[config.mk]
export PLATFORM = sky130hd
export DESIGN_NAME = event_blinker_flat
export DESIGN_NICKNAME = d
export VERILOG_FILES = /design/src/rtl/event_blinker_pkg.sv /design/src/rtl/event_blinker_if.sv /design/src/rtl/cycle_timer.sv /design/src/rtl/event_blinker.sv /design/src/flat_wrapper.sv
export SDC_FILE = /design/constraint.sdc
export NUM_CORES = 1
export LEC_CHECK = 0
export ABC_AREA = 1
export BUFFER_PORTS_ARGS = -buffer_cell sky130_fd_sc_hd__buf_2
export CORE_MARGIN = 5
export CORE_UTILIZATION = 32
export DETAILED_ROUTE_END_ITERATION = 8
export MAX_ROUTING_LAYER = met4
export SYNTH_ARGS = -nofsm -noshare
export SYNTH_HDL_FRONTEND = slang
export SYNTH_HIERARCHICAL = 1
export SYNTH_SLANG_ARGS = --single-unit
[constraint.sdc]
create_clock -name clk -period 4.6 [get_ports clk]
set_input_delay 0.92 -clock clk [delete_from_list [all_inputs] [get_ports clk]]
set_output_delay 0.92 -clock clk [all_outputs]
set_load 0.03 [all_outputs]
[src/rtl/event_blinker_pkg.sv]
// Shared definitions for event_blinker: FSM state encoding and timer sizing helper.
package blink_pkg;

  typedef logic [1:0] state_t;

  localparam state_t ST_IDLE = 2'd0;
  localparam state_t ST_ON   = 2'd1;
  localparam state_t ST_OFF  = 2'd2;

  // Bits needed to hold max(a,b)-1, never less than one bit.
  function automatic int clog2_max(input int a, input int b);
    int m;
    int w;
    m = (a > b) ? a : b;
    w = $clog2(m);
    return (w < 1) ? 1 : w;
  endfunction

endpackage

[src/rtl/event_blinker_if.sv]
// Event strobe in, LED/status out; master drives events, slave is the blinker.
interface event_blinker_if #(
    parameter int PEND_W = 4
);
    logic              pulse;
    logic              clr_ovf;
    logic              led;
    logic              busy;
    logic [PEND_W-1:0] pending;
    logic              overflow;

    modport master (
        output pulse, clr_ovf,
        input  led, busy, pending, overflow
    );

    modport slave (
        input  pulse, clr_ovf,
        output led, busy, pending, overflow
    );
endinterface

[src/rtl/cycle_timer.sv]
// Load-and-count-down timer; zero flags a terminal count of 0 and the count holds there.
module cycle_timer #(
    parameter int W = 1
) (
    input  logic         clk,
    input  logic         rst_n,
    input  logic         load,
    input  logic [W-1:0] load_val,
    output logic         zero
);

    logic [W-1:0] r_count;

    // NOTE: sequential state uses non-blocking assignments so every register samples pre-edge values.
    always_ff @(posedge clk or negedge rst_n) begin
        if (!rst_n) begin
            r_count <= '0;
        end else if (load) begin
            r_count <= load_val;
        end else if (r_count != '0) begin
            r_count <= r_count - W'(1);
        end
    end

    assign zero = (r_count == '0);

endmodule

[src/rtl/event_blinker.sv]
// Turns one-cycle event pulses into ON/OFF LED flashes, queuing events that arrive mid-flash.
module event_blinker
    import blink_pkg::*;
#(
    parameter int ON_CYCLES  = 10_000_000,
    parameter int OFF_CYCLES = 10_000_000,
    parameter int PEND_W     = 4
) (
    input  logic          clk,
    input  logic          rst_n,
    event_blinker_if.slave bus
);

    localparam int                TW       = clog2_max(ON_CYCLES, OFF_CYCLES);
    localparam logic [TW-1:0]     ON_LOAD  = TW'(ON_CYCLES - 1);
    localparam logic [TW-1:0]     OFF_LOAD = TW'(OFF_CYCLES - 1);
    localparam logic [PEND_W-1:0] PEND_MAX = '1;

    state_t            r_state;
    state_t            w_state_nxt;
    logic              r_led;
    logic              r_busy;
    logic              w_led_nxt;
    logic              w_busy_nxt;
    logic [PEND_W-1:0] r_pending;
    logic              r_overflow;

    logic              w_timer_zero;
    logic              w_load;
    logic [TW-1:0]     w_load_val;
    logic              w_req;
    logic              w_start;
    logic              w_inc;
    logic              w_dec;
    logic              w_sat;

    cycle_timer #(.W(TW)) u_timer (
        .clk      (clk),
        .rst_n    (rst_n),
        .load     (w_load),
        .load_val (w_load_val),
        .zero     (w_timer_zero)
    );

    // A flash starts from IDLE, or straight from the last OFF cycle when work is waiting.
    assign w_req   = bus.pulse || (r_pending != '0);
    assign w_start = w_req && ((r_state == ST_IDLE) ||
                               ((r_state == ST_OFF) && w_timer_zero));

    always_ff @(posedge clk or negedge rst_n) begin
        if (!rst_n) begin
            r_state <= ST_IDLE;
            r_led   <= 1'b0;
            r_busy  <= 1'b0;
        end else begin
            r_state <= w_state_nxt;
            r_led   <= w_led_nxt;
            r_busy  <= w_busy_nxt;
        end
    end

    // NOTE: every always_comb output gets a default first so no path can infer a latch.
    always_comb begin
        w_state_nxt = r_state;
        case (r_state)
            ST_IDLE: if (w_req)        w_state_nxt = ST_ON;
            ST_ON:   if (w_timer_zero) w_state_nxt = ST_OFF;
            ST_OFF:  if (w_timer_zero) w_state_nxt = w_req ? ST_ON : ST_IDLE;
            default:                   w_state_nxt = ST_IDLE;
        endcase
    end

    always_comb begin
        w_load     = w_start || ((r_state == ST_ON) && w_timer_zero);
        w_load_val = w_start ? ON_LOAD : OFF_LOAD;
        w_led_nxt  = (w_state_nxt == ST_ON);
        w_busy_nxt = (w_state_nxt != ST_IDLE);
    end

    // A pulse that starts a flash is consumed on the spot; only mid-flash pulses are queued.
    assign w_inc = bus.pulse && !w_start && (r_state != ST_IDLE);
    assign w_dec = w_start && !bus.pulse;
    assign w_sat = w_inc && (r_pending == PEND_MAX);

    always_ff @(posedge clk or negedge rst_n) begin
        if (!rst_n) begin
            r_pending  <= '0;
            r_overflow <= 1'b0;
        end else begin
            if (w_dec) begin
                r_pending <= r_pending - PEND_W'(1);
            end else if (w_inc && !w_sat) begin
                r_pending <= r_pending + PEND_W'(1);
            end

            if (w_sat) begin
                r_overflow <= 1'b1;
            end else if (bus.clr_ovf) begin
                r_overflow <= 1'b0;
            end
        end
    end

    assign bus.led      = r_led;
    assign bus.busy     = r_busy;
    assign bus.pending  = r_pending;
    assign bus.overflow = r_overflow;

endmodule

[src/flat_wrapper.sv]
// flat-port wrapper written by rule: the top's interface ports become plain ports
module event_blinker_flat import blink_pkg::*;
#(
    parameter int ON_CYCLES  = 10_000_000,
    parameter int OFF_CYCLES = 10_000_000,
    parameter int PEND_W     = 4
)
  (clk, rst_n, bus_pulse, bus_clr_ovf, bus_led, bus_busy, bus_pending, bus_overflow);
  event_blinker_if #(.PEND_W(PEND_W)) bus_i ();
  input  logic clk;
  input  logic rst_n;
  input wire logic [$bits(bus_i.pulse)-1:0] bus_pulse;
  input wire logic [$bits(bus_i.clr_ovf)-1:0] bus_clr_ovf;
  output wire logic [$bits(bus_i.led)-1:0] bus_led;
  output wire logic [$bits(bus_i.busy)-1:0] bus_busy;
  output wire logic [$bits(bus_i.pending)-1:0] bus_pending;
  output wire logic [$bits(bus_i.overflow)-1:0] bus_overflow;
  assign bus_i.pulse = bus_pulse;
  assign bus_i.clr_ovf = bus_clr_ovf;
  assign bus_led = bus_i.led;
  assign bus_busy = bus_i.busy;
  assign bus_pending = bus_i.pending;
  assign bus_overflow = bus_i.overflow;
  event_blinker #(.ON_CYCLES(ON_CYCLES), .OFF_CYCLES(OFF_CYCLES), .PEND_W(PEND_W)) u_core (.clk(clk), .rst_n(rst_n), .bus(bus_i));
endmodule
==> qor.yml <==
logic_synthesis:
  synth-seq-cells: 33
  syn-cell-area_mm2: 0.002145
  synth-warning-count: 6
  synthCells: 322
  syn_avg_cell_area_um2: 6.660
  yosys-top-cells-area: "dfrtp_1 (39%), nand2_1 (22%), nor2_1 (7.9%), inv_1 (5.3%), nand3_1 (4.7%)"
  yosysTopAreaCell: "dfrtp_1"
  yosys.area.top_type_share_pct: 38.51
  ys_seq_area_share_pct: 38.51
  synth_cell_types: 25
clocking:
  cts_resized: 0
  cts.sinks: 33
  postCtsHoldBufs: 0
  cts_tree: "yes"
  cts_buffer_depth: 2
  clkTransAtPathRegs_ns: 0.07
  clock-root-buffer: "clkbuf_8"
  numCtsBuffers: 5
  clk-insertion-delay-late_ns: 0.29
  cts_setup_buffers: 0
  cts.htree.levels: 2
detailed_routing:
  drt-wirelength-per-cell_um: 11.28
  via_per_inst: 4.637
  drc: 0
  drtIter0Drc: 91
  num_vias: 2017
  ant_nets: 0
  dr.pass1.iters: 4
  wirelength_um: 4906
timing:
  rsz0062_at_grt: "no"
  fin_setup_tns_ns: 0
  worst_clock_skew_ns: 0.006549
  period_share_pct: 58.34
  max_freq_mhz: 372.6
  worstMarginPinSlew_ns: 0.7852
  slew_headroom_pct: 47.65
  period_minus_slack_ns: 2.684
  hold_viol: 0
  slew_viol_final: 0
  finalSetupViolations: 0
setup_path:
  crit_start: "u_core/u_timer/r_count[0]$_DFFE_PN0P_"
  path_class: "flop to flop"
  cp.arrival_ns: 2.86
  crit_fanout: 27
  start_kind: "flop"
  ff2ff_path_depth: 16
  ff2ff_setup_slack_ns: 1.92
  worstReg2RegStart: "u_core/u_timer/r_count[0]$_DFFE_PN0P_"
  rr_endpoint: "u_core/u_timer/r_count[20]$_DFFE_PN0P_"
  critPathRequiredTime_ns: 4.78
  crit_path_end_kind: "flop"
power_and_ir_drop:
  p_leak_nw: 1.223
  p_int_mw: 0.5930
  ir_worst_vdd_mv: 0.2753
  switching_share_pct: 41.68
  power_density_mw_per_mm2: 417.4
  comb_power_share_pct: 34.3
  p_clk_share_pct: 21.6
  power_frac_seq_pct: 44.1
  power_switching_mw: 0.4238
floorplanning:
  initial_core_util_pct: 33.39
  die_h_um: 91.87
  fp-row-count: 29
  boundaryPins: 11
  die_w_um: 91.87
  dieArea_mm2: 0.008439
  coreArea_mm2: 0.006422
hold_path:
  hold_end: "u_core/bus.overflow$_DFFE_PN0P_"
  holdCritPathClass: "flop to flop"
  whs_path_depth: 2
  min_from: "u_core/bus.overflow$_DFFE_PN0P_"
global_route:
  grt_usage_pct: 13.34
  overflow: 0
  antenna_found_initial: 0
  grt_pass1_wl_um: 8859
  grt_pass1_vias: 1960
  grt_start_max_net_pins: 34
final_layout:
  fin_nets: 364
  area_growth_pct: 13.59
  antenna_cells: 0
  drive_gt1_share_pct: 9.218
  fin_area_mm2: 0.002436
place:
  dpl_cell_area_mm2: 0.002350
  dp_hpwl_um: 3682
  io_buffers: 10
  gp_congestion: 0.8690
run:
  maxCapViolations: 0
outcome:
  outcome: "finished clean"
per-layer routing:
layer  GRT usage [%]  wire, µm  vias to the layer above
li1                -         -                     1044
met1           16.87      2420                      937
met2           20.74      2258                       32
met3           3.273       175                        4
met4           4.827        52                        0
met5               -         0                        -
metrics by stage:
| stage | total power [mW] | std cells | utilization, % | setup slack [ns] | hold slack (ns) |
|---|---|---|---|---|---|
| 2_1_floorplan | 0.7058 | 344 | - | 2.364 | 0.5307 |
| 3_3_place_gp | 0.7980 | 427 | 36.59 | 2.041 | 0.5155 |
| 3_5_place_dp | 0.8017 | 427 | 36.59 | 1.952 | 0.5335 |
| 4_1_cts | 1.030 | 435 | 37.93 | 1.922 | 0.5484 |
| 5_1_grt | 1.111 | 435 | 37.93 | 1.599 | 0.5891 |
| 6_report | 1.017 | 435 | 37.93 | 1.916 | 0.5396 |
cell families (layout without fill, tap and decap cells):
| group | count (synthesis) | count (layout) | share of synthesized area (%) |
|---|---|---|---|
| other | 2 | 24 | 0.3502 |
| AND/OR/NAND/NOR | 218 | 218 | 42.59 |
| AO/OA/AOI/OAI | 18 | 18 | 5.017 |
| buffers and inverters | 36 | 50 | 6.884 |
| XOR/XNOR | 12 | 12 | 4.901 |
| flip-flops | 33 | 33 | 38.51 |
| adder cells (fa/ha/maj) | 3 | 3 | 1.750 |
state kept, by name (all words and copies together) (netlist names):
name                    cells
u_core/r_state              2
u_core/bus.led              1
u_core/bus.overflow         1
u_core/u_timer/r_count     24
u_core/bus.pending          4
u_core/bus.busy             1
power by group through the flow:
stage	clock [mW]	sequential, mW	combinational (mW)
after floorplan	0	0.466	0.240
after global placement	0	0.453	0.345
after detailed placement	0	0.452	0.349
after CTS	0.230	0.448	0.352
after global routing	0.245	0.462	0.404
final	0.220	0.448	0.349
layout make-up:
class	count	area (µm²)
Tap cell	77	96.34
Timing Repair Buffer	11	57.56
Clock inverter	3	17.52
Clock buffer	5	68.82
Fill cell	694	3986
Sequential cell	33	825.8
Multi-Input combinational cell	275	1254
Inverter	31	116.4
worst max path at each step:
stage / to / slack [ns] / cells past startpoint
3_5_place_dp: u_core/u_timer/r_count[20]$_DFFE_PN0P_ / 1.95 / 16
6_report: u_core/u_timer/r_count[20]$_DFFE_PN0P_ / 1.92 / 16
2_1_floorplan: u_core/u_timer/r_count[11]$_DFFE_PN0P_ / 2.36 / 17
3_3_place_gp: u_core/u_timer/r_count[17]$_DFFE_PN0P_ / 2.04 / 16
4_1_cts: u_core/u_timer/r_count[20]$_DFFE_PN0P_ / 1.92 / 16
5_1_grt: u_core/u_timer/r_count[20]$_DFFE_PN0P_ / 1.60 / 16
synthesized netlist by cell type:
library cell,instances
nand2_1,128
nor2_1,45
dfrtp_1,33
inv_1,30
nand3_1,20
o21ai_0,13
nand4_1,10
xor2_1,7
nor2_2,5
xnor2_1,5
ha_1,3
nand2_2,3
nand3b_1,3
or2_2,3
clkbuf_1,2
conb_1,2
o21bai_1,2
a21oi_1,1
a21oi_4,1
buf_2,1
buf_4,1
buf_6,1
inv_2,1
nand3_2,1
o22ai_1,1
critical path, stage by stage (launching register included):
cell and delay, ns:
dfrtp_1 0.41, inv_1 0.12, ha_1 0.21, nand3_1 0.09, nor2_1 0.09, nand3_1 0.11
inv_1 0.12, inv_1 0.10, a21oi_4 0.18, nand2_1 0.14, nand2_1 0.09, buf_4 0.28
inv_1 0.16, nand2_2 0.18, inv_2 0.14, nand2_1 0.11, nand2_1 0.06
layout by cell type (no fill, tap or decap), types with 2 or more instances in the layout:
cell type,instances
xnor2_1,5
nand4_1,10
nand3_1,20
or2_2,3
nor2_2,5
clkinv_2,2
o21ai_0,13
dfrtp_1,33
o21bai_1,2
nand2_2,3
inv_1,30
clkbuf_8,5
nand2_1,128
buf_2,10
ha_1,3
xor2_1,7
nand3b_1,3
conb_1,24
nor2_1,45
Note: power is estimated with default switching activity, not from simulation.
